$ cat src/rtl/mpmc10_port_arbiter_if.sv
// rtl/mpmc10_port_arbiter_if.sv - port FIFO read side and sequencer request bundle
interface mpmc10_port_arbiter_if #(
    parameter int NPORT = 8,
    parameter int REQW  = 128,
    parameter int PW    = $clog2(NPORT)
);
    logic [NPORT-1:0]           fifo_empty;
    logic [NPORT-1:0]           fifo_rst_busy;
    logic [NPORT-1:0]           fifo_v;
    logic [NPORT-1:0][REQW-1:0] fifo_req;
    logic [NPORT-1:0]           fifo_rd;
    logic [REQW-1:0]            req_o;
    logic [PW-1:0]              req_port;
    logic                       req_valid;
    logic                       req_ready;

    modport master (
        input  fifo_empty, fifo_rst_busy, fifo_v, fifo_req, req_ready,
        output fifo_rd, req_o, req_port, req_valid
    );

    modport slave (
        output fifo_empty, fifo_rst_busy, fifo_v, fifo_req, req_ready,
        input  fifo_rd, req_o, req_port, req_valid
    );
endinterface

$ cat src/rtl/mpmc10_port_arbiter.sv
// rtl/mpmc10_port_arbiter.sv - round-robin pop of mpmc10 port FIFOs onto a valid/ready request
module mpmc10_port_arbiter #(
    parameter int NPORT = 8,
    parameter int PW    = $clog2(NPORT),
    parameter int TMO   = 7,
    parameter int REQW  = 128
) (
    input  logic                    clk,
    input  logic                    rst,
    mpmc10_port_arbiter_if.master   bus,
    output logic                    busy,
    output logic                    tmo_err
);
    typedef enum logic [1:0] {
        IDLE = 2'd0,
        POP  = 2'd1,
        CAPT = 2'd2,
        HOLD = 2'd3
    } state_t;

    state_t           state_q, state_d;
    logic [PW-1:0]    sel_q, sel_d;
    logic [PW-1:0]    last_q, last_d;
    logic [PW-1:0]    req_port_q, req_port_d;
    logic [NPORT-1:0] fifo_rd_q, fifo_rd_d;
    logic [REQW-1:0]  req_o_q, req_o_d;
    logic             req_valid_q, req_valid_d;
    logic             tmo_err_q, tmo_err_d;
    logic             busy_q, busy_d;
    logic [7:0]       timer_q, timer_d;

    logic [NPORT-1:0] eligible;
    logic [PW-1:0]    grant;
    logic             any_elig;
    int unsigned      scan_idx;
    logic [PW-1:0]    scan_p;

    assign eligible = ~bus.fifo_empty & ~bus.fifo_rst_busy;

    // Walk offsets from farthest to nearest so the nearest eligible port after last wins.
    always_comb begin
        grant    = last_q;
        any_elig = 1'b0;
        scan_idx = 0;
        scan_p   = '0;
        for (int k = NPORT; k >= 1; k--) begin
            scan_idx = int'(last_q) + k;
            if (scan_idx >= NPORT) begin
                scan_idx = scan_idx - NPORT;
            end
            scan_p = PW'(scan_idx);
            if (eligible[scan_p]) begin
                grant    = scan_p;
                any_elig = 1'b1;
            end
        end
    end

    always_comb begin
        state_d     = state_q;
        sel_d       = sel_q;
        last_d      = last_q;
        fifo_rd_d   = '0;
        req_o_d     = req_o_q;
        req_port_d  = req_port_q;
        req_valid_d = req_valid_q;
        tmo_err_d   = 1'b0;
        timer_d     = timer_q;

        case (state_q)
            IDLE: begin
                if (any_elig) begin
                    sel_d            = grant;
                    last_d           = grant;
                    fifo_rd_d[grant] = 1'b1;
                    state_d          = POP;
                end
            end
            POP: begin
                timer_d = '0;
                state_d = CAPT;
            end
            CAPT: begin
                if (bus.fifo_v[sel_q]) begin
                    req_o_d     = bus.fifo_req[sel_q];
                    req_port_d  = sel_q;
                    req_valid_d = 1'b1;
                    state_d     = HOLD;
                end else if (timer_q == 8'(TMO - 1)) begin
                    tmo_err_d = 1'b1;
                    state_d   = IDLE;
                end else begin
                    timer_d = timer_q + 8'd1;
                end
            end
            HOLD: begin
                if (req_valid_q && bus.req_ready) begin
                    req_valid_d = 1'b0;
                    // Re-arbitrate in the accept cycle to save a trip through IDLE.
                    if (any_elig) begin
                        sel_d            = grant;
                        last_d           = grant;
                        fifo_rd_d[grant] = 1'b1;
                        state_d          = POP;
                    end else begin
                        state_d = IDLE;
                    end
                end
            end
            default: state_d = IDLE;
        endcase

        busy_d = (state_d != IDLE);
    end

    always_ff @(posedge clk) begin
        if (rst) begin
            state_q     <= IDLE;
            sel_q       <= '0;
            last_q      <= PW'(NPORT - 1);
            fifo_rd_q   <= '0;
            req_o_q     <= '0;
            req_port_q  <= '0;
            req_valid_q <= 1'b0;
            tmo_err_q   <= 1'b0;
            busy_q      <= 1'b0;
            timer_q     <= '0;
        end else begin
            state_q     <= state_d;
            sel_q       <= sel_d;
            last_q      <= last_d;
            fifo_rd_q   <= fifo_rd_d;
            req_o_q     <= req_o_d;
            req_port_q  <= req_port_d;
            req_valid_q <= req_valid_d;
            tmo_err_q   <= tmo_err_d;
            busy_q      <= busy_d;
            timer_q     <= timer_d;
        end
    end

    assign bus.fifo_rd   = fifo_rd_q;
    assign bus.req_o     = req_o_q;
    assign bus.req_port  = req_port_q;
    assign bus.req_valid = req_valid_q;
    assign busy          = busy_q;
    assign tmo_err       = tmo_err_q;
endmodule

$ cat src/flat_wrapper.sv
// flat-port wrapper written by rule: the top's interface ports become plain ports
module mpmc10_port_arbiter_flat 
#(
    parameter int NPORT = 8,
    parameter int PW    = $clog2(NPORT),
    parameter int TMO   = 7,
    parameter int REQW  = 128
)
  (clk, rst, busy, tmo_err, bus_fifo_empty, bus_fifo_rst_busy, bus_fifo_v, bus_fifo_req, bus_req_ready, bus_fifo_rd, bus_req_o, bus_req_port, bus_req_valid);
  mpmc10_port_arbiter_if #(.NPORT(NPORT), .REQW(REQW), .PW(PW)) bus_i ();
  input  logic clk;
  input  logic rst;
  output logic busy;
  output logic tmo_err;
  input wire logic [$bits(bus_i.fifo_empty)-1:0] bus_fifo_empty;
  input wire logic [$bits(bus_i.fifo_rst_busy)-1:0] bus_fifo_rst_busy;
  input wire logic [$bits(bus_i.fifo_v)-1:0] bus_fifo_v;
  input wire logic [$bits(bus_i.fifo_req)-1:0] bus_fifo_req;
  input wire logic [$bits(bus_i.req_ready)-1:0] bus_req_ready;
  output wire logic [$bits(bus_i.fifo_rd)-1:0] bus_fifo_rd;
  output wire logic [$bits(bus_i.req_o)-1:0] bus_req_o;
  output wire logic [$bits(bus_i.req_port)-1:0] bus_req_port;
  output wire logic [$bits(bus_i.req_valid)-1:0] bus_req_valid;
  assign bus_i.fifo_empty = bus_fifo_empty;
  assign bus_i.fifo_rst_busy = bus_fifo_rst_busy;
  assign bus_i.fifo_v = bus_fifo_v;
  assign bus_i.fifo_req = bus_fifo_req;
  assign bus_i.req_ready = bus_req_ready;
  assign bus_fifo_rd = bus_i.fifo_rd;
  assign bus_req_o = bus_i.req_o;
  assign bus_req_port = bus_i.req_port;
  assign bus_req_valid = bus_i.req_valid;
  mpmc10_port_arbiter #(.NPORT(NPORT), .PW(PW), .TMO(TMO), .REQW(REQW)) u_core (.clk(clk), .rst(rst), .bus(bus_i), .busy(busy), .tmo_err(tmo_err));
endmodule
$ cat config.mk
export PLATFORM = sky130hd
export DESIGN_NAME = mpmc10_port_arbiter_flat
export DESIGN_NICKNAME = d
export VERILOG_FILES = /design/src/rtl/mpmc10_port_arbiter_if.sv /design/src/rtl/mpmc10_port_arbiter.sv /design/src/flat_wrapper.sv
export SDC_FILE = /design/constraint.sdc
export NUM_CORES = 1
export LEC_CHECK = 0
export ABC_AREA = 1
export CAP_MARGIN = 10
export CORE_AREA = 2 2 471 473
export CTS_CLUSTER_SIZE = 20
export DETAILED_ROUTE_END_ITERATION = 8
export DIE_AREA = 0 0 473 475
export SLEW_MARGIN = 25
export SYNTH_ARGS = -nofsm -noshare
export SYNTH_HDL_FRONTEND = slang
export SYNTH_SLANG_ARGS = --single-unit
$ cat constraint.sdc
create_clock -name clk -period 2.2 [get_ports clk]
set_input_delay 0.33 -clock clk [delete_from_list [all_inputs] [get_ports clk]]
set_output_delay 0.33 -clock clk [all_outputs]
set_load 0.05 [all_outputs]
== After elaboration in Yosys (flattened, before gate mapping) ==
Cells that the tools add are included.

* $add $sub $neg: 17
* Magnitude comparators: 19
* Eq/ne operators: 8
* Mux-type cells: 68
* Bitwise logic cells: 4
* Reductions and logical operators: 12

{| class="wikitable"
|+ Operators with widths
! kind !! count
|-
| $bmux 128 s3 || 1
|-
| $mux 128 || 1
|-
| $mux 3 || 20
|-
| $lt 3x4->1 const B || 10
|-
| $mux 8 || 4
|-
| $pmux 8 s2 || 2
|-
| $ge 4x4->1 const B || 7
|-
| $bmux 1 s3 || 9
|-
| $sub 3x1->3 const B || 8
|-
| $mux 1 || 22
|-
| $add 3x3->4 const B || 4
|-
| $not 8->8 || 2
|-
| $pmux 3 s2 || 2
|-
| $add 3x2->4 const B || 2
|-
| $add 8x1->8 const B || 1
|-
| $and 8x8->8 || 1
|-
| $eq 8x3->1 const B || 1
|-
| $mux 2 || 4
|-
| $pmux 2 s4 || 1
|-
| $reduce_bool 2->1 || 4
|-
| $reduce_and 3->1 || 2
|-
| $add 3x4->5 const B || 1
|-
| $ge 5x4->1 const B || 1
|-
| $add 3x1->4 const B || 1
|-
| 12 further kinds || 17
|}

* Register bits after elaboration: 158
* Input port bits: 1,051
* Logic and storage cells: 138

== Logic depth before layout (Yosys ltp) ==
Gate-level depths: netlist of run 1.

* Word-level depth: 20
* Gate-level depth with buffers: 19

== Worst setup path before layout of run 1 ==
OpenSTA, ideal clock, no wires.

* Path type: reg2reg
* Start point: register u_core.last_q[0]
* End point: register u_core.busy_q, in the netlist u_core.busy
* Setup time: 114 ps
* Data arrival time: 2,135 ps
* Data required time: 2,086 ps
* Path slack: -48 ps
* Stages on the path, launching flop included: 17
* Buffers on the path: 2
* Period minus slack after synthesis: 2,248 ps
* Cell sequence: dfxtp_1 -> buf_6 -> inv_4 -> buf_12 -> ha_1 -> inv_2 -> nand3_1 -> nand3_2 -> nand2_2 -> nor2_2 -> nand3_2 -> nor2_4 -> nor2_2 -> nor2_2 -> nand3_1 -> nand2_1 -> nand2_1

* Longest elaborated chain between the ends: 17
* Elaborated cells on any way between the ends: 61
* Those cells by class: add/sub (16); order compare (8); mux (36); reduce/logical (1)

{| class="wikitable"
|+ RTL lines
! item !! RTL line !! RTL
|-
| from (decl) || mpmc10_port_arbiter.sv:23 || <nowiki>logic [PW-1:0] last_q, last_d;</nowiki>
|-
| from (signal assigned) || mpmc10_port_arbiter.sv:120 || <nowiki>last_q <= PW'(NPORT - 1);</nowiki>
|-
| from (signal assigned) || mpmc10_port_arbiter.sv:131 || <nowiki>last_q <= last_d;</nowiki>
|-
| $add 3x4->5 || mpmc10_port_arbiter.sv:47 || <nowiki>scan_idx = int'(last_q) + k;</nowiki>
|-
| $ge 5x4->1 or $sub 3x1->3 (tied branches) || mpmc10_port_arbiter.sv:48, mpmc10_port_arbiter.sv:49 ||
|-
| $mux 3 || mpmc10_port_arbiter.sv:48 || <nowiki>if (scan_idx >= NPORT) begin</nowiki>
|-
| $bmux 1 s3 || mpmc10_port_arbiter.sv:52 || <nowiki>if (eligible[scan_p]) begin</nowiki>
|-
| $mux 1 (not written as such) || mpmc10_port_arbiter.sv:52 ||
|-
| $mux 1 (7 in series) || mpmc10_port_arbiter.sv:52 ||
|-
| $mux 1 (*) || mpmc10_port_arbiter.sv:52 ||
|-
| $mux 1 || mpmc10_port_arbiter.sv:100 || <nowiki>if (any_elig) begin</nowiki>
|-
| $mux 2 || mpmc10_port_arbiter.sv:97 || <nowiki>if (req_valid_q && bus.req_ready) begin</nowiki>
|-
| $pmux 2 s4 (*) || mpmc10_port_arbiter.sv:70 || <nowiki>case (state_q)</nowiki>
|-
| $reduce_bool 2->1 (*) || mpmc10_port_arbiter.sv:113 || <nowiki>busy_d = (state_d != IDLE);</nowiki>
|-
| to (signal assigned) || mpmc10_port_arbiter.sv:137 || <nowiki>busy_q <= busy_d;</nowiki>
|-
| to (decl) || mpmc10_port_arbiter.sv:29 || <nowiki>logic busy_q, busy_d;</nowiki>
|}

Mark *: on every way between the ends. The rest lies on a longest branch, timed or not. The select of a mux whose other input is x is not followed.
A chain may end at the register's enable or synchronous reset.

== Final worst setup path of run 1 ==
* Start point: register u_core.sel_q[0]
* End point: register u_core.req_o_q[62], in the netlist u_core.bus.req_o[62]

* Longest elaborated chain between the ends: 3
* Elaborated cells on any way between the ends: 5
* Those cells by class: mux (4); reduce/logical (1)

{| class="wikitable"
|+ RTL lines
! item !! RTL line !! RTL
|-
| from (decl) || mpmc10_port_arbiter.sv:22 || <nowiki>logic [PW-1:0] sel_q, sel_d;</nowiki>
|-
| from (signal assigned) || mpmc10_port_arbiter.sv:130 || <nowiki>sel_q <= sel_d;</nowiki>
|-
| $bmux 1 s3 || mpmc10_port_arbiter.sv:84 || <nowiki>if (bus.fifo_v[sel_q]) begin</nowiki>
|-
| $mux 1 (not written as such) || mpmc10_port_arbiter.sv:84 ||
|-
| $reduce_and 2->1 (no line) || -- ||
|-
| to (signal assigned) || mpmc10_port_arbiter.sv:133 || <nowiki>req_o_q <= req_o_d;</nowiki>
|-
| to (decl) || mpmc10_port_arbiter.sv:26 || <nowiki>logic [REQW-1:0] req_o_q, req_o_d;</nowiki>
|}

Parallel ways exist; a longest one is shown, timed or not. The select of a mux whose other input is x is not followed.

==> impl_metrics.py, run 1 <==
metrics = {
    "outcome": {
        "outcome": "finished with violations",
        "violations": "negative setup slack",
    },
    "timing": {
        "timing.slew.headroom_pct": 34.67,
        "setup_violations": 2,
        "setup_tns_ps": -16.85,
        "tightestPinTransition_ps": 969.8,
        "final-max-slew-violation-count": 0,
        "grt_setup_unrepaired": "yes",
        "layout_worst_path_cycle_share_pct": 100.7,
        "setup_slack_ps": -16.27,
        "timing_hold_violations_final": 0,
        "max_clock_freq_mhz": 451.2,
        "fin_worst_skew_ps": 21.08,
        "period_minus_slack_ps": 2216,
    },
    "global_route": {
        "initial_antenna_violation_count": 141,
        "grt_pass1_vias": 23970,
        "maximum_number_of_pins_on_one_net_before_global_route_repair": 98,
        "grt_use_total_pct": 15.49,
        "grt_pass1_wl_um": 228800,
        "globalRoute.totalOverflow": 0,
    },
    "hold_path": {
        "holdPathStages": 2,
        "holdCritStartpoint": "u_core.bus.req_valid$_SDFFE_PP0P_",
        "hp-class": "flop to flop",
        "hold_end": "u_core.bus.req_valid$_SDFFE_PP0P_",
    },
    "finish": {
        "num-nets-final": 4851,
        "seqCellArea_mm2": 0.003179,
        "multi_input_comb_area_mm2": 0.01033,
        "post_route_cells_drive_above_1_share_pct": 10.96,
        "layout.filler_cells": 25320,
        "instances_no_fill": 6724,
        "layout_area_overhead_pct": 120.1,
    },
    "clock_tree": {
        "cts_htree_levels": 4,
        "cts.reportedPaths.clkPinSlew_ps": 90,
        "post_cts_hold_buffer_count": 0,
        "number_of_buffers_created_by_cts": 17,
        "clock_sink_count": 158,
        "cts_max_path_buffers": 2,
        "clockRootBuffer": "sky130_fd_sc_hd__clkbuf_16",
        "cts_tree": "done",
        "clock_latency_ps": 550,
    },
    "synth": {
        "post_synth_arst_share_pct": 0,
        "synth_area_per_cell_um2": 5.600,
        "synth-seq-cells": 158,
        "yosys_most_used_dff": "sky130_fd_sc_hd__dfxtp_1",
        "synth-seq-area-share_pct": 21.68,
        "post_synth_num_cell_types": 39,
        "ys_warns": 0,
        "synth_enable_flop_cells": 0,
        "synth.cell_area_mm2": 0.01459,
        "syn-num-nets": 3665,
        "synthesis.instances": 2606,
    },
    "place": {
        "dp_hpwl_um": 160300,
        "place.gp.congestion": 0.9432,
        "buffer_ports.inserted": 1192,
        "minimum_setup_slack_after_placement_ps": -300.1,
        "place.detailed.instances": 6642,
    },
    "power_and_ir_drop": {
        "p_leak_uw": 0.01168,
        "power.density_mw_per_mm2": 836.8,
        "ir_drop_mv": 0.6659,
    },
    "floorplan": {
        "floorplan.die.height_um": 475,
        "initial_core_utilization_pct": 6.661,
        "fp.dieW_um": 473,
        "rows": 172,
        "io_pins": 1193,
        "die-area_mm2": 0.2247,
        "fp.coreArea_mm2": 0.2191,
    },
    "critical_path": {
        "worst-endpoint-arrival_ps": 2680,
        "r2r_cells": 6,
        "rr_endpoint": "u_core.bus.req_o[62]$_SDFFE_PP0P_",
        "start_kind": "flop",
        "critical_path.reg2reg.startpoint": "u_core.sel_q[0]$_SDFFE_PP0P_",
        "worstPathMaxFanout": 46,
        "critical_path_required_ps": 2670,
        "reg2reg_slack_ps": -20,
        "path_class": "flop to flop",
        "category_of_the_worst_setup_path_capture_point": "flop",
    },
    "drt": {
        "antenna_left": 0,
        "routed_wirelength_um": 182600,
        "vias_per_cell": 3.687,
        "vias": 24790,
        "wl_per_cell_um": 27.16,
        "dr.pass1.iters": 6,
        "detail_route.drc_violations": 0,
        "dr_iter_0_viols": 1927,
    },
    "job": {
        "drv.max_cap_violation_count": 0,
    },
}
==> registers in the layout, summed over array words and instances (netlist names), 2 cells and up <==
register,flops
u_core.bus.fifo_rd,8
u_core.bus.req_o,128
u_core.bus.req_port,3
u_core.last_q,3
u_core.sel_q,3
u_core.state_q,2
u_core.timer_q,8
==> through the flow <==
stage                     utilization (%)  instance area, um2  total power, uW  hold slack [ps]
after global placement              14.20               31120            23390            470.7
after detailed placement            14.20               31120            23350            477.5
after floorplan                         -               14600            12370            471.1
final                               14.66               32120            26880            492.5
after global routing                14.64               32080            28920            452.0
after CTS                           14.49               31750            27100            404.4
==> layout by cell type (no fill, tap or decap), types with 63 or more instances in the layout <==
cell type                            n
sky130_fd_sc_hd__nand2_1           440
sky130_fd_sc_hd__nor2_1            546
sky130_fd_sc_hd__dfxtp_1           153
sky130_fd_sc_hd__buf_4             225
sky130_fd_sc_hd__o21ai_1            63
sky130_fd_sc_hd__o22ai_1           123
sky130_fd_sc_hd__a31oi_1           128
sky130_fd_sc_hd__a21oi_1           139
sky130_fd_sc_hd__o21ai_0           587
sky130_fd_sc_hd__clkdlybuf4s50_1  1118
==> worst max-delay path, stage by stage (launching register included) <==
cell	delay, ps
sky130_fd_sc_hd__dfxtp_4	470
sky130_fd_sc_hd__buf_12	240
sky130_fd_sc_hd__buf_12	270
sky130_fd_sc_hd__o21ai_0	140
sky130_fd_sc_hd__o22ai_1	330
sky130_fd_sc_hd__nand2_1	280
sky130_fd_sc_hd__a31oi_1	230
==> worst max path at each step <==
| stage | slack, ps | from | to | cells past startpoint |
|---|---|---|---|---|
| final | -20 | u_core.sel_q[0]$_SDFFE_PP0P_ | u_core.bus.req_o[62]$_SDFFE_PP0P_ | 6 |
| after global placement | -310 | bus_fifo_empty[4] | u_core.bus.fifo_rd[5]$_SDFF_PP0_ | 17 |
| after global routing | -60 | u_core.sel_q[1]$_SDFFE_PP0P_ | u_core.bus.req_o[90]$_SDFFE_PP0P_ | 9 |
| after detailed placement | -300 | bus_fifo_empty[4] | u_core.bus.fifo_rd[7]$_SDFF_PP0_ | 14 |
| after CTS | -50 | u_core.sel_q[0]$_SDFFE_PP0P_ | u_core.bus.req_o[53]$_SDFFE_PP0P_ | 7 |
| after floorplan | 20 | u_core.last_q[0]$_SDFFE_PP1P_ | u_core.busy$_SDFF_PP0_ | 16 |
==> synthesized netlist by cell type (8+ instances only) <==
master | count | area share (%)
sky130_fd_sc_hd__o21ai_0 | 637 | 22
sky130_fd_sc_hd__nor2_1 | 548 | 14
sky130_fd_sc_hd__nand2_1 | 450 | 12
sky130_fd_sc_hd__clkbuf_1 | 172 | 4.4
sky130_fd_sc_hd__dfxtp_1 | 158 | 22
sky130_fd_sc_hd__a21oi_1 | 145 | 5.0
sky130_fd_sc_hd__a31oi_1 | 128 | 5.5
sky130_fd_sc_hd__o22ai_1 | 128 | 5.5
sky130_fd_sc_hd__buf_2 | 51 | 1.7
sky130_fd_sc_hd__inv_1 | 33 | 0.85
sky130_fd_sc_hd__nand3_1 | 27 | 0.93
sky130_fd_sc_hd__nand3_2 | 22 | 1.5
sky130_fd_sc_hd__o21ai_1 | 18 | 0.62
sky130_fd_sc_hd__buf_4 | 15 | 0.77
sky130_fd_sc_hd__inv_2 | 12 | 0.31
sky130_fd_sc_hd__nand2_2 | 11 | 0.47
sky130_fd_sc_hd__ha_1 | 8 | 0.69
==> cell families after synthesis <==
group	synth area share (%)
xor+xnor	0.4545
compound gates	38.73
flops	21.68
buf+inv	8.694
simple gates	29.76
fa+ha+maj	0.6860
==> area by class of cell <==
type / instances / share of cell area [%]
Antenna cell: 48 / 0.3739
Clock buffer: 17 / 1.324
Clock inverter: 15 / 0.5336
Inverter: 46 / 0.6543
Multi-Input combinational cell: 2153 / 32.17
Sequential cell: 158 / 9.897
Tap cell: 2871 / 11.18
Timing Repair Buffer: 1416 / 43.86
==> routing by layer <==
layer  global-route usage [%]  vias up  routed length (um)
li1                         -    11410                   -
met1                    18.65    11640               74040
met2                    25.50     1383               83120
met3                    4.958      308               17330
met4                    5.889       52                7786
met5                        0        -                 353
==> power breakdown <==
part / internal (uW) / switching [uW]
combinational: 7480 / 12500
sequential: 3230 / 291
clock: 1520 / 1870
==> repair_timing <==
| item | in CTS | in global routing |
|---|---|---|
| setup endpoints to repair | 43 | 86 |
| resized for setup | 30 | 91 |
| pin swaps | 1 | 9 |
| setup buffers | 0 | 2 |
Note: power is estimated with default switching activity, not from simulation.
==> run 2, diff against run 1 <==
--- a/config.mk
+++ b/config.mk
@@ -7,10 +7,10 @@
 export LEC_CHECK = 0
 export ABC_AREA = 1
 export CAP_MARGIN = 10
-export CORE_AREA = 2 2 471 473
+export CORE_AREA = 2 2 464 466
 export CTS_CLUSTER_SIZE = 20
 export DETAILED_ROUTE_END_ITERATION = 8
-export DIE_AREA = 0 0 473 475
+export DIE_AREA = 0 0 466 468
 export SLEW_MARGIN = 25
 export SYNTH_ARGS = -nofsm -noshare
 export SYNTH_HDL_FRONTEND = slang
==> constraint.sdc (replaced) <==
create_clock -name clk -period 2.1 [get_ports clk]
set_input_delay 0.315 -clock clk [delete_from_list [all_inputs] [get_ports clk]]
set_output_delay 0.315 -clock clk [all_outputs]
set_load 0.05 [all_outputs]
==> run 2 against run 1 <==
Compared with the run above: the flow still finishes with violations (negative setup slack); fmax increased by 4.9%; core utilization increased by 1.2 points; final cell count increased by 1.7%; first-iteration DRC count increased by 5.2%; routed wire length increased by 2.4%; die area decreased by 2.9%; setup slack improved by 3.2 ps; worst hold slack improved by 0.76 ps; highest routed layer unchanged.
==> impl_metrics.py, run 2 (synthesis gave the netlist of run 1 again) <==
metrics = {
    "critical_path": {
        "worstPathMaxFanout": 28,
        "start_kind": "flop",
        "path_class": "flop to flop",
        "category_of_the_worst_setup_path_capture_point": "flop",
        "critical_path.reg2reg.startpoint": "u_core.sel_q[0]$_SDFFE_PP0P_",
        "timing.critical_path.buf_inv": 5,
        "critical-path-top-cell-by-count": "sky130_fd_sc_hd__buf_16",
        "worst-endpoint-arrival_ps": 2570,
        "critical_path.top_delay_family": "buffers and inverters",
        "crit_slowest_cell": "sky130_fd_sc_hd__dfxtp_4",
        "rr_endpoint": "u_core.bus.req_o[49]$_SDFFE_PP0P_",
        "cp_slowest_stage_delay_ps": 420,
        "r2r_cells": 9,
        "series_of_cell_instances_along_the_critical_path": "inv_8 -> buf_16 -> buf_16 -> buf_12 -> o21ai_0 -> o22ai_1 -> buf_4 -> nand2_1 -> a31oi_1",
        "reg2reg_slack_ps": -10,
        "critical_path_required_ps": 2560,
    },
    "hold_path": {
        "hold_end": "u_core.bus.req_valid$_SDFFE_PP0P_",
        "holdPathStages": 4,
        "holdCritStartpoint": "bus_req_ready",
        "hp-class": "primary input to flop",
    },
    "floorplan": {
        "fp.dieW_um": 466,
        "floorplan.die.height_um": 468,
        "rows": 170,
        "die-area_mm2": 0.2181,
        "io_pins": 1193,
        "initial_core_utilization_pct": 6.840,
        "fp.coreArea_mm2": 0.2133,
    },
    "timing": {
        "layout_worst_path_cycle_share_pct": 100.6,
        "fin_worst_skew_ps": 31.89,
        "final-max-slew-violation-count": 0,
        "grt_setup_unrepaired": "yes",
        "tightestPinTransition_ps": 783.6,
        "setup_violations": 1,
        "timing_hold_violations_final": 0,
        "setup_slack_ps": -13.03,
        "period_minus_slack_ps": 2113,
        "timing.slew.headroom_pct": 47.41,
        "max_clock_freq_mhz": 473.3,
        "hold_slack_ps": 493.3,
        "setup_tns_ps": -13.03,
    },
    "drt": {
        "wl_per_cell_um": 27.35,
        "vias_per_cell": 3.774,
        "antenna_left": 0,
        "detail_route.drc_violations": 0,
        "vias": 25810,
        "routed_wirelength_um": 187000,
        "dr.pass1.iters": 6,
        "dr_iter_0_viols": 2027,
    },
    "global_route": {
        "grt_use_total_pct": 15.97,
        "initial_antenna_violation_count": 154,
        "globalRoute.totalOverflow": 0,
        "grt_pass1_wl_um": 230200,
        "grt_pass1_vias": 24540,
        "maximum_number_of_pins_on_one_net_before_global_route_repair": 87,
    },
    "job": {
        "drv.max_cap_violation_count": 0,
    },
    "clock_tree": {
        "number_of_buffers_created_by_cts": 17,
        "cts_max_path_buffers": 2,
        "clock_latency_ps": 560,
        "clockRootBuffer": "sky130_fd_sc_hd__clkbuf_16",
        "cts.reportedPaths.clkPinSlew_ps": 90,
        "post_cts_hold_buffer_count": 0,
        "cts_htree_levels": 4,
        "clock_sink_count": 158,
        "cts_tree": "done",
    },
    "finish": {
        "layout.filler_cells": 24520,
        "seqCellArea_mm2": 0.003182,
        "multi_input_comb_area_mm2": 0.01056,
        "largest_register_ff_count": 128,
        "instances_no_fill": 6839,
        "post_route_cells_drive_above_1_share_pct": 14.77,
        "mostFrequentLayoutCell": "sky130_fd_sc_hd__clkdlybuf4s50_1",
        "layout_area_overhead_pct": 131.5,
        "commonest_cells_after_routing_fill_and_taps_aside": "1075 x sky130_fd_sc_hd__clkdlybuf4s50_1, 616 x sky130_fd_sc_hd__o21ai_0, 541 x sky130_fd_sc_hd__nor2_1",
        "num-nets-final": 4965,
    },
    "place": {
        "buffer_ports.inserted": 1192,
        "place.detailed.instances": 6688,
        "minimum_setup_slack_after_placement_ps": -390.5,
        "dp_hpwl_um": 157500,
        "place.gp.congestion": 0.9750,
    },
    "outcome": {
        "violations": "negative setup slack",
        "outcome": "finished with violations",
    },
    "power_and_ir_drop": {
        "finalPower_uw": 30210,
        "ir_drop_mv": 0.6866,
        "p_leak_uw": 0.01278,
        "power.density_mw_per_mm2": 894.4,
    },
}
run 2: report_power, final:
part	internal [uW]	switching (uW)	leakage, uW
logic	9120	13800	0.0112
clock network	1600	2000	0.000290
registers	3380	326	0.00128
run 2: repair_timing:
item                                    in CTS  in global routing
pin swaps                                    3                 24
resized for setup                           92                116
buffers inserted                            12                 12
endpoints found under the setup margin     148                137
cloned                                       5                 10
run 2: how the worst max path moves through the flow:
stage | endpoint | slack [ps] | from | depth (start not counted)
after global placement | u_core.state_q[0]$_SDFF_PP0_ | -310 | bus_fifo_empty[5] | 15
after floorplan | u_core.busy$_SDFF_PP0_ | 2 | u_core.last_q[0]$_SDFFE_PP1P_ | 16
final | u_core.bus.req_o[49]$_SDFFE_PP0P_ | -10 | u_core.sel_q[0]$_SDFFE_PP0P_ | 9
after CTS | u_core.bus.req_o[79]$_SDFFE_PP0P_ | -40 | u_core.sel_q[0]$_SDFFE_PP0P_ | 9
after detailed placement | u_core.bus.req_o[1]$_SDFFE_PP0P_ | -390 | bus_fifo_v[4] | 12
after global routing | u_core.bus.req_o[24]$_SDFFE_PP0P_ | -80 | u_core.sel_q[0]$_SDFFE_PP0P_ | 10
run 2: stage by stage:
step                      util, %  area (um2)
final                       15.83       33780
after detailed placement    14.87       31730
after CTS                   15.37       32790
after global placement      14.87       31730
after floorplan                 -       14610
after global routing        15.80       33710
run 2: routing by layer:
metal | global-route usage [%] | wire (um) | vias up
li1 | - | - | 11680
met1 | 18.89 | 74930 | 12260
met2 | 25.27 | 85330 | 1517
met3 | 5.382 | 17310 | 305
met4 | 8.791 | 9177 | 46
met5 | 0 | 304 | -
run 2: layout make-up:
cell class	count	share of cell area (%)
repair buffers	1530	45.79
multi-input cells	2153	31.25
well taps	2838	10.51
flip-flops and latches	158	9.420
clock buffers	17	1.259
inverters	46	0.6594
diodes	82	0.6075
clock inverters	15	0.5038
run 2: worst reg2reg max path, cell delays in order (launching register included):
cell and delay [ps]:
sky130_fd_sc_hd__dfxtp_4 420, sky130_fd_sc_hd__inv_8 140, sky130_fd_sc_hd__buf_16 200, sky130_fd_sc_hd__buf_16 220, sky130_fd_sc_hd__buf_12 210, sky130_fd_sc_hd__o21ai_0 110
sky130_fd_sc_hd__o22ai_1 240, sky130_fd_sc_hd__buf_4 220, sky130_fd_sc_hd__nand2_1 100, sky130_fd_sc_hd__a31oi_1 170
==> run 3, diff against run 2 <==
--- a/config.mk
+++ b/config.mk
@@ -11,6 +11,7 @@
 export CTS_CLUSTER_SIZE = 20
 export DETAILED_ROUTE_END_ITERATION = 8
 export DIE_AREA = 0 0 466 468
+export SETUP_SLACK_MARGIN = 0.1
 export SLEW_MARGIN = 25
 export SYNTH_ARGS = -nofsm -noshare
 export SYNTH_HDL_FRONTEND = slang
==> run 3 against run 2 <==
Compared with the run above: the flow still finishes with violations (negative setup slack); sequential share of layout area down 0.49 points; clock power grew 2%; count of clock-buffer cells in the layout unchanged; non-clock buffer count is 37 lower; routed wire length rose by 20%; flip-flop and latch count unchanged; worst hold slack improved by 5.7 ps; die area unchanged; sequential power hardly changed.
==> impl_metrics.py, run 3 (synthesis gave the netlist of run 1 again) <==
metrics = {
    "timing": {
        "final-max-slew-violation-count": 0,
        "timing.slew.headroom_pct": 40.57,
        "layout_worst_path_cycle_share_pct": 105.9,
        "setup_tns_ps": -4566,
        "fin_worst_skew_ps": 22.50,
        "timing_hold_violations_final": 0,
        "setup_slack_ps": -123.1,
        "setup_violations": 86,
        "tightestPinTransition_ps": 882.1,
        "max_clock_freq_mhz": 449.8,
        "grt_setup_unrepaired": "yes",
        "period_minus_slack_ps": 2223,
    },
    "floorplan": {
        "die-area_mm2": 0.2181,
        "fp.coreArea_mm2": 0.2133,
        "floorplan.die.height_um": 468,
        "fp.dieW_um": 466,
        "io_pins": 1193,
        "initial_core_utilization_pct": 6.840,
        "rows": 170,
    },
    "critical_path": {
        "category_of_the_worst_setup_path_capture_point": "flop",
        "worstPathMaxFanout": 7,
        "start_kind": "flop",
        "worst-endpoint-arrival_ps": 2650,
        "critical_path_required_ps": 2530,
        "crit_slowest_cell": "sky130_fd_sc_hd__dfxtp_4",
        "cp_slowest_stage_delay_ps": 420,
        "series_of_cell_instances_along_the_critical_path": "buf_6 -> nor2_4 -> nor2_2 -> o21ai_1 -> o21ai_1 -> o21a_1 -> nand2_4 -> inv_8 -> buf_16 -> buf_16 -> buf_8 -> buf_6 -> clkbuf_16 -> a31oi_1",
        "reg2reg_slack_ps": -120,
        "path_class": "flop to flop",
    },
    "drt": {
        "vias_per_cell": 3.980,
        "dr.pass1.iters": 6,
        "detailroute.wirelength.met2_um": 100700,
        "route.layer.met1.wl_um": 80730,
        "antenna_left": 0,
        "met3WireLength_um": 28730,
        "routed_wirelength_um": 223900,
        "dr_iter_0_viols": 2278,
        "detail_route.drc_violations": 0,
        "route.top_layer_used": "met5",
        "wl_per_cell_um": 32.90,
        "vias": 27090,
    },
    "outcome": {
        "violations": "negative setup slack",
        "outcome": "finished with violations",
    },
    "job": {
        "drv.max_cap_violation_count": 0,
    },
    "power_and_ir_drop": {
        "power.density_mw_per_mm2": 920.0,
        "p_leak_uw": 0.01314,
        "ir_drop_mv": 0.5725,
    },
    "clock_tree": {
        "clock_latency_ps": 570,
        "cts_tree": "done",
        "cts_max_path_buffers": 2,
        "cts_htree_levels": 4,
        "clock_sink_count": 158,
        "clockRootBuffer": "sky130_fd_sc_hd__clkbuf_16",
        "post_cts_hold_buffer_count": 0,
        "cts.reportedPaths.clkPinSlew_ps": 80,
        "number_of_buffers_created_by_cts": 17,
    },
    "finish": {
        "mostFrequentLayoutCell": "sky130_fd_sc_hd__clkdlybuf4s50_1",
        "commonest_cells_after_routing_fill_and_taps_aside": "1050 x sky130_fd_sc_hd__clkdlybuf4s50_1, 528 x sky130_fd_sc_hd__nor2_1, 487 x sky130_fd_sc_hd__o21ai_0",
        "instances_no_fill": 6806,
        "largest_register_ff_count": 128,
        "finalInstanceArea_mm2": 0.03565,
        "layout.filler_cells": 24220,
        "layout_area_overhead_pct": 144.3,
        "num-nets-final": 4928,
        "post_route_cells_drive_above_1_share_pct": 18.78,
    },
    "global_route": {
        "globalRoute.totalOverflow": 0,
        "maximum_number_of_pins_on_one_net_before_global_route_repair": 94,
        "grt_use_total_pct": 19.16,
        "grt_pass1_wl_um": 268600,
        "initial_antenna_violation_count": 247,
        "grt_pass1_vias": 25620,
    },
    "place": {
        "placed_cell_area_mm2": 0.03070,
        "dp_hpwl_um": 181000,
        "place.detailed.instances": 6563,
        "buffer_ports.inserted": 1192,
        "place.gp.congestion": 0.9554,
    },
    "hold_path": {
        "hp-class": "primary input to flop",
    },
}
-- run 3: where the power goes --
group	total (uW)	switching, uW	internal [uW]
Combinational	25400	15700	9730
Sequential	3730	338	3390
Clock	3680	2090	1600
-- run 3: area by class of cell --
class,instances,area [um2],area share (%)
repair buffers,1493,16080,45.10
clock inverters,15,167.7,0.4703
well taps,2838,3551,9.960
inverters,46,235.2,0.6598
multi-input cells,2153,11790,33.08
diodes,86,215.2,0.6036
clock buffers,17,425.4,1.193
flip-flops and latches,158,3186,8.935
-- run 3: final timing paths --
kind | cells after the start | startpoint | endpoint
min reg2reg | 2 | u_core.bus.req_o[22]$_SDFFE_PP0P_ | u_core.bus.req_o[22]$_SDFFE_PP0P_
max | 14 | u_core.sel_q[0]$_SDFFE_PP0P_ | u_core.bus.req_o[97]$_SDFFE_PP0P_
max reg2reg | 14 | u_core.sel_q[0]$_SDFFE_PP0P_ | u_core.bus.req_o[97]$_SDFFE_PP0P_
min | 5 | bus_fifo_req[539] | u_core.bus.req_o[27]$_SDFFE_PP0P_
-- run 3: critical path: cells and delay by family, from the launching register on --
kind	cells	cell delay, ps
buf+inv	7	930
compound gates	4	480
flops	1	420
simple gates	3	230
-- run 3: through the flow --
stage | hold WS, ps | utilization [%] | total power (uW) | setup slack (ps)
2_1_floorplan | 471.1 | - | 13050 | 81.78
3_3_place_gp | 488.7 | 14.39 | 23430 | -645.0
3_5_place_dp | 494.9 | 14.39 | 23790 | -660.7
4_1_cts | 425.6 | 16.08 | 31200 | -104.8
5_1_grt | 486.6 | 16.66 | 34620 | -232.4
6_report | 499.0 | 16.71 | 32800 | -123.1
-- run 3: repair_timing --
item / CTS / global route
gates cloned: 38 / 13
resized for setup: 477 / 184
setup endpoints to repair: 222 / 156
setup buffers: 57 / 24
pin swaps: 50 / 50
-- run 3: metal layers --
layer / vias up / track usage (%)
met4: 152 / 8.678
met3: 658 / 10.07
met1: 12650 / 20.36
met2: 1978 / 31.31
met5: - / 0
li1: 11650 / -
